## config.mk

```make
export PLATFORM = sky130hd
export DESIGN_NAME = traffic_request_gen_flat
export DESIGN_NICKNAME = d
export VERILOG_FILES = /design/src/rtl/traffic_request_gen_if.sv /design/src/rtl/traffic_request_gen.sv /design/src/flat_wrapper.sv
export SDC_FILE = /design/constraint.sdc
export NUM_CORES = 1
export LEC_CHECK = 0
export CORE_ASPECT_RATIO = 1.1
export CORE_MARGIN = 2
export CORE_UTILIZATION = 45
export DETAILED_ROUTE_END_ITERATION = 6
export GPL_TIMING_DRIVEN = 1
export SLEW_MARGIN = 10
export SYNTH_ARGS = -nofsm -noshare
export SYNTH_HDL_FRONTEND = slang
export SYNTH_SLANG_ARGS = --single-unit
```

## constraint.sdc

```tcl
create_clock -name clock -period 2.7 [get_ports clock]
set_input_delay 0.405 -clock clock [delete_from_list [all_inputs] [get_ports clock]]
set_output_delay 0.405 -clock clock [all_outputs]
set_load 0.01 [all_outputs]
```

## src/rtl/traffic_request_gen_if.sv

```systemverilog
// Field-side inputs and FSM-side request outputs of traffic_request_gen.
// Handshake: ped is a level request held until the FSM pulses ped_clr; ped_clr is an acknowledge only.
interface traffic_request_gen_if;
  logic [3:0] raw_car;
  logic       raw_button;
  logic       ped_clr;
  logic       car1;
  logic       car2;
  logic       car3;
  logic       car4;
  logic       ped;
  logic [3:0] stuck;

  modport master (
    output raw_car, raw_button, ped_clr,
    input  car1, car2, car3, car4, ped, stuck
  );

  modport slave (
    input  raw_car, raw_button, ped_clr,
    output car1, car2, car3, car4, ped, stuck
  );
endinterface

```

## src/rtl/traffic_request_gen.sv

```systemverilog
// Synchronizes/debounces loop detectors and ped button, latches ped until ped_clr.
// Optional stuck-loop masking enabled by defining TRAFFIC_STUCK_DET_EN.
module traffic_request_gen #(
  parameter int DEBOUNCE    = 4,
  parameter int STUCK_LIMIT = 1000
) (
  input  logic                 clock,
  input  logic                 reset,
  traffic_request_gen_if.slave bus
);

  if (DEBOUNCE < 1 || DEBOUNCE > 255) begin : g_bad_debounce
    $error("DEBOUNCE out of range 1..255");
  end
  if (STUCK_LIMIT < 1 || STUCK_LIMIT > 65535) begin : g_bad_stuck_limit
    $error("STUCK_LIMIT out of range 1..65535");
  end

  localparam logic [7:0] DB_LAST = 8'(DEBOUNCE - 1);

  // Bits 3:0 are the car loops, bit 4 is the pedestrian button.
  logic [4:0] sync1;
  logic [4:0] s;
  logic [4:0] d;
  logic [7:0] db_cnt [5];
  logic       d_btn_q;
  logic       ped_q;
  logic [3:0] stuck_q;

  always_ff @(posedge clock or negedge reset) begin
    if (!reset) begin
      sync1 <= '0;
      s     <= '0;
      d     <= '0;
      for (int i = 0; i < 5; i++) db_cnt[i] <= '0;
    end else begin
      sync1 <= {bus.raw_button, bus.raw_car};
      s     <= sync1;
      for (int i = 0; i < 5; i++) begin
        if (s[i] == d[i]) begin
          db_cnt[i] <= '0;
        end else if (db_cnt[i] == DB_LAST) begin
          d[i]      <= s[i];
          db_cnt[i] <= '0;
        end else begin
          db_cnt[i] <= db_cnt[i] + 8'd1;
        end
      end
    end
  end

  // Set is edge-triggered on the debounced button and wins over a same-cycle clear.
  always_ff @(posedge clock or negedge reset) begin
    if (!reset) begin
      d_btn_q <= 1'b0;
      ped_q   <= 1'b0;
    end else begin
      d_btn_q <= d[4];
      if (d[4] && !d_btn_q) begin
        ped_q <= 1'b1;
      end else if (bus.ped_clr) begin
        ped_q <= 1'b0;
      end
    end
  end

`ifdef TRAFFIC_STUCK_DET_EN
  localparam logic [15:0] STUCK_LAST = 16'(STUCK_LIMIT - 1);

  logic [15:0] stuck_cnt [4];

  // Counting halts once flagged, so the counter cannot wrap.
  always_ff @(posedge clock or negedge reset) begin
    if (!reset) begin
      stuck_q <= '0;
      for (int i = 0; i < 4; i++) stuck_cnt[i] <= '0;
    end else begin
      for (int i = 0; i < 4; i++) begin
        if (!d[i]) begin
          stuck_cnt[i] <= '0;
          stuck_q[i]   <= 1'b0;
        end else if (!stuck_q[i]) begin
          stuck_cnt[i] <= stuck_cnt[i] + 16'd1;
          if (stuck_cnt[i] == STUCK_LAST) stuck_q[i] <= 1'b1;
        end
      end
    end
  end
`else
  assign stuck_q = 4'b0000;
`endif

  assign bus.car1  = d[0] & ~stuck_q[0];
  assign bus.car2  = d[1] & ~stuck_q[1];
  assign bus.car3  = d[2] & ~stuck_q[2];
  assign bus.car4  = d[3] & ~stuck_q[3];
  assign bus.ped   = ped_q;
  assign bus.stuck = stuck_q;

endmodule
```

## src/flat_wrapper.sv

```systemverilog
// flat-port wrapper written by rule: the top's interface ports become plain ports
module traffic_request_gen_flat 
#(
  parameter int DEBOUNCE    = 4,
  parameter int STUCK_LIMIT = 1000
)
  (clock, reset, bus_raw_car, bus_raw_button, bus_ped_clr, bus_car1, bus_car2, bus_car3, bus_car4, bus_ped, bus_stuck);
  traffic_request_gen_if bus_i ();
  input  logic clock;
  input  logic reset;
  input wire logic [$bits(bus_i.raw_car)-1:0] bus_raw_car;
  input wire logic [$bits(bus_i.raw_button)-1:0] bus_raw_button;
  input wire logic [$bits(bus_i.ped_clr)-1:0] bus_ped_clr;
  output wire logic [$bits(bus_i.car1)-1:0] bus_car1;
  output wire logic [$bits(bus_i.car2)-1:0] bus_car2;
  output wire logic [$bits(bus_i.car3)-1:0] bus_car3;
  output wire logic [$bits(bus_i.car4)-1:0] bus_car4;
  output wire logic [$bits(bus_i.ped)-1:0] bus_ped;
  output wire logic [$bits(bus_i.stuck)-1:0] bus_stuck;
  assign bus_i.raw_car = bus_raw_car;
  assign bus_i.raw_button = bus_raw_button;
  assign bus_i.ped_clr = bus_ped_clr;
  assign bus_car1 = bus_i.car1;
  assign bus_car2 = bus_i.car2;
  assign bus_car3 = bus_i.car3;
  assign bus_car4 = bus_i.car4;
  assign bus_ped = bus_i.ped;
  assign bus_stuck = bus_i.stuck;
  traffic_request_gen #(.DEBOUNCE(DEBOUNCE), .STUCK_LIMIT(STUCK_LIMIT)) u_core (.clock(clock), .reset(reset), .bus(bus_i));
endmodule
```

==> impl_metrics.toml, run 1 <==
[power_and_ir_drop]
p_sw_uw = 743
power_density_mw_per_mm2 = 854
p_total_mw = 2.48
clockPowerShare = 0.310
switching_share = 0.300
power_frac_seq = 0.467
p_leak_nw = 1.26
ir_drop_mv = 0.505
p_comb_frac = 0.223
p_int_mw = 1.74

[cells_and_area]
drive_above_1_share = 0.0980
syn2layout_area_growth_pct = 15.5
diodes = 0
ff_latch_area_mm2 = 0.00143
final_nets = 269
layout_common_cells = "57 x dfrtp_1, 23 x nor2_1, 19 x nand3_1"
multiInputGateArea_mm2 = 0.00102
layout_commonest_cell = "dfrtp_1"
fillCellCount = 505

[place]
hpwl_um = 2740
dp_slack_ps = 985
place.gp.congestion = 0.773
io_buffers = 12

[logic_synthesis]
synth_ff_type = "dfrtp_1"
yosys.area.top_type = "dfrtp_1"
synth.distinct_cells = 24
synth_edf_count = 0
syn_avg_cell_area_um2 = 11.0
synth_top_cell_area_share = 0.567
seq_area_frac_synth = 0.567
synth_area_leaders = "dfrtp_1 57%, ha_1 5.0%, nand3_1 3.8%, or3_1 3.7%, xnor2_1 3.5%"
synthArstFlopShare = 1.00
syn_area_mm2 = 0.00252
yosys_warnings = 0
synth-seq-cells = 57
syn_inst = 228

[route]
drtAntennaViolNets = 0
dr_total_vias = 1625
wire_per_inst_um = 11.4
drc_errors = 0
drt_iter0_markers = 96
wl_um = 3780
via_per_inst = 4.92
dr.pass1.iters = 4

[timing]
skew_ps = 5.09
finalHoldViolCount = 0
max_freq_ghz = 0.582
min_period_ps = 1720
setup-violations-final = 0
holdWs_ps = 1.34
fin_ws_ps = 981
rsz0062_at_grt = "false"
drv_slew = 0
tns_ps = 0
period_share = 0.637

[clocking]
clk_pin_slew_ps = 60
cts_resized = 0
cts_tree = "done"
cts_sinks = 57
htreeDepth = 3
cts.path.max_buffers = 2
clock_latency_ps = 320
cts_setup_buffers = 0
cts_buffers = 9
root_buffer = "clkbuf_8"
postCtsHoldBufs = 0

[grt]
grt_pass1_wl_um = 6720
grt_max_degree = 26
grt_pass1_vias = 1595
gr-total-overflow = 0
antenna_found_initial = 0
grt_use_total = 0.145

[status]
status = "completed"

[setup_path]
crit_type = "reg -> reg"
worst_ep_arrival_time_ps = 1920
cp_max_fo = 6
start_kind = "flop"
critPathRequiredTime_ps = 2900
worstSetupEndpointType = "flop"

[hold_path]
worstHoldPathType = "in -> async"

[job]
drv_cap = 0

[die]
fp.coreArea_mm2 = 0.00540
initial_core_util = 0.467
die_area_mm2 = 0.00621
boundaryPins = 17
row_count = 28
dieHeight_um = 82.4
die_width_um = 75.3
[through the flow]
step	area, um^2	instances	utilization
2_1_floorplan	2530	231	-
3_3_place_gp	2710	315	0.503
3_5_place_dp	2710	315	0.503
4_1_cts	2910	330	0.539
5_1_grt	2910	330	0.539
6_report	2910	330	0.539
[critical path, stage by stage (launching register included)]
cell and delay, ps:
dfrtp_1 420, ha_1 180, or4b_4 490, nor4_2 160, mux2_2 360
[synth_stat cells, types with 2 or more instances]
cell type,n
a21o_1,4
a21oi_1,15
and2_1,2
buf_4,4
dfrtp_1,57
ha_1,10
inv_1,10
mux2_2,5
nand2_1,10
nand3_1,19
nand4_1,5
nor2_1,23
nor3_1,4
nor4b_1,4
o21ai_0,15
or3_1,15
xnor2_1,10
xor2_1,10
[routing by layer]
metal,part of all wire,track usage,up-vias
met5,0,0,-
met4,0.020,0.0842,0
met3,0.025,0.0364,7
met2,0.46,0.225,20
met1,0.49,0.184,764
li1,-,-,834
[power by group through the flow]
stage	Sequential, mW	Combinational (mW)	Clock [mW]
after floorplan	1.16	0.388	0
after global placement	1.17	0.563	0
after detailed placement	1.18	0.567	0
after CTS	1.16	0.569	0.802
after global routing	1.19	0.628	0.838
final	1.16	0.554	0.770
[cell type report]
cell class / instances / area share
flip-flops and latches: 57 / 0.491
multi-input cells: 159 / 0.352
clock buffers: 12 / 0.0534
repair buffers: 14 / 0.0448
well taps: 75 / 0.0323
clock inverters: 3 / 0.0138
inverters: 10 / 0.0129
[sequential cells by signal, summed over array words and instances (netlist names)]
signal	flops
u_core.bus.ped	1
u_core.d	5
u_core.d_btn_q	1
u_core.db_cnt	40
u_core.s	5
u_core.sync1	5
[worst paths after layout]
kind	from	slack, ps	cells after the start	to
setup / recovery	u_core.db_cnt[0]	980	4	u_core.d[4]
hold / removal	reset	1	1	u_core.db_cnt[39]
setup reg to reg	u_core.db_cnt[0]	980	4	u_core.d[4]
hold reg to reg	u_core.sync1[1]	350	0	u_core.s[1]
max in group asynchronous	reset	2050	2	u_core.db_cnt[6]
min in group clock	u_core.sync1[1]	350	0	u_core.s[1]
[cells by family after synthesis]
| group | after synthesis | share of synthesized area |
|---|---|---|
| compound gates | 36 | 0.0850 |
| xor+xnor | 20 | 0.0696 |
| fa+ha+maj | 10 | 0.0497 |
| buf+inv | 15 | 0.0313 |
| flops | 57 | 0.567 |
| mux | 5 | 0.0224 |
| other cells | 1 | 0.00149 |
| simple gates | 84 | 0.174 |
Power figures use the tool's default switching activity.
==> run 2: changes to the inputs <==
- PLACE_DENSITY: default -> 0.66
- clock period: 2.7 -> 1.5 ns (I/O delays scaled with it)
==> run 2 against run 1 <==
Against the previous run:
- the run now ends with setup timing left
- register-to-register slack got worse by 1200 ps
- non-clock buffer count increased by 17
- final cell count increased by 4.5%
- combinational power increased by 140%
- worst hold slack improved by 330 ps
- clock skew about the same
- via count increased by 5.5%
- total power increased by 85%
- critical path type unchanged
==> impl_metrics.toml, run 2 (synthesis gave the netlist of run 1 again) <==
[status]
status = "finished, violations left"
violations = "setup timing"

[route]
drt_iter0_markers = 80
wl_um = 4360
wire_per_inst_um = 12.6
via_per_inst = 4.97
dr_total_vias = 1715
dr.pass1.iters = 4
drtAntennaViolNets = 0
drc_errors = 0

[die]
fp.coreArea_mm2 = 0.00540
initial_core_util = 0.467
dieHeight_um = 82.4
row_count = 28
boundaryPins = 17
die_area_mm2 = 0.00621
die_width_um = 75.3

[grt]
grt_max_degree = 58
grt_pass1_vias = 1662
grt_use_total = 0.163
grt_pass1_wl_um = 7310
gr-total-overflow = 0
antenna_found_initial = 0

[setup_path]
reg2reg_to = "u_core.d[4]"
worst_ep_arrival_time_ps = 1890
max_stage_delay_ps = 500
regToRegSetupSlack_ps = -170
start_kind = "flop"
cpMaxStageDelayCell = "or4b_4"
crit_buf_inv = 0
critPathRequiredTime_ps = 1720
r2r_cells = 4
r2r_start = "u_core.db_cnt[0]"
cp_max_fo = 2
path_depth = 4
worstPathCellList = "ha_2 > or4b_4 > nor4_4 > mux2_4"
critPathTopFamily = "simple AND/OR/NAND/NOR gates"
worstSetupEndpointType = "flop"
crit_type = "reg -> reg"

[power_and_ir_drop]
p_int_mw = 3.16
power_density_mw_per_mm2 = 1500
ir_drop_mv = 0.767
p_sw_mw = 1.44
switching_share = 0.313
p_leak_nw = 1.37
p_total_mw = 4.60
power_frac_seq = 0.439
clockPowerShare = 0.271
p_comb_frac = 0.290

[place]
io_buffers = 12
place.gp.congestion = 0.767
dp_slack_ps = -145
hpwl_um = 2820
dpl_cell_area_mm2 = 0.00284
dp.cells = 330

[clocking]
clk_pin_slew_ps = 60
clock_latency_ps = 330
cts_buffers = 9
cts.path.max_buffers = 2
cts_sinks = 57
htreeDepth = 3
root_buffer = "clkbuf_8"
cts_tree = "done"

[cells_and_area]
drive_above_1_share = 0.174
largest_reg_flops = 40
final_nets = 286
syn2layout_area_growth_pct = 22.0
final_cells = 345
layout_commonest_cell = "dfrtp_1"
fillCellCount = 478
regMostFlops = "u_core.db_cnt"
fin_util = 0.569
diodes = 0
final_area_mm2 = 0.00307
layout_common_cells = "57 x dfrtp_1, 20 x nor2_1, 19 x nand3_1, 16 x buf_4"

[timing]
max_freq_ghz = 0.599
min_period_ps = 1670
period_share = 1.11
finalHoldViolCount = 0
fin_ws_ps = -169
skew_ps = 5.15
tns_ps = -791
rsz0062_at_grt = "true"
setup-violations-final = 7
holdWs_ps = 330
drv_slew = 0

[hold_path]
worstHoldPathType = "in -> reg"
min_path_cells = 1
min_from = "bus_raw_car[1]"
hold_end = "u_core.sync1[1]"

[job]
drv_cap = 0
-- run 2: repair_timing --
item	4_1_cts	5_1_grt
cloned	0	0
pin swaps	0	2
endpoints found under the hold margin	57	0
gates resized for setup	5	11
setup buffers	1	0
hold buffers	1	0
endpoints found under the setup margin	10	18
-- run 2: worst max path at each step --
| stage | startpoint | end | slack (ps) |
|---|---|---|---|
| finish | u_core.db_cnt[0] | u_core.d[4] | -170 |
| global route | u_core.db_cnt[0] | u_core.d[4] | -240 |
| global placement | u_core.db_cnt[0] | u_core.d[4] | -100 |
| floorplan | u_core.db_cnt[0] | u_core.d[4] | -160 |
| CTS | u_core.db_cnt[0] | u_core.d[4] | -130 |
| detailed placement | u_core.db_cnt[0] | u_core.d[4] | -150 |
-- run 2: metal layers --
| layer | part of all wire | track usage |
|---|---|---|
| met1 | 0.44 | 0.188 |
| met2 | 0.50 | 0.266 |
| met3 | 0.040 | 0.0655 |
| met4 | 0.021 | 0.0737 |
| met5 | 0 | 0 |
-- run 2: power groups by stage --
| stage | Combinational, mW | Clock (mW) | Sequential, mW |
|---|---|---|---|
| detailed placement | 1.31 | 0 | 2.04 |
| global placement | 1.29 | 0 | 2.02 |
| CTS | 1.33 | 1.29 | 2.01 |
| floorplan | 0.698 | 0 | 2.08 |
| finish | 1.33 | 1.25 | 2.02 |
| global route | 1.50 | 1.36 | 2.05 |
-- run 2: cell type report --
| cell class | count | area, um^2 | share of cell area |
|---|---|---|---|
| flip-flops and latches | 57 | 1430 | 0.465 |
| multi-input cells | 159 | 1070 | 0.347 |
| repair buffers | 31 | 278 | 0.0905 |
| clock buffers | 13 | 169 | 0.0550 |
| well taps | 75 | 93.8 | 0.0306 |
| inverters | 10 | 37.5 | 0.0122 |
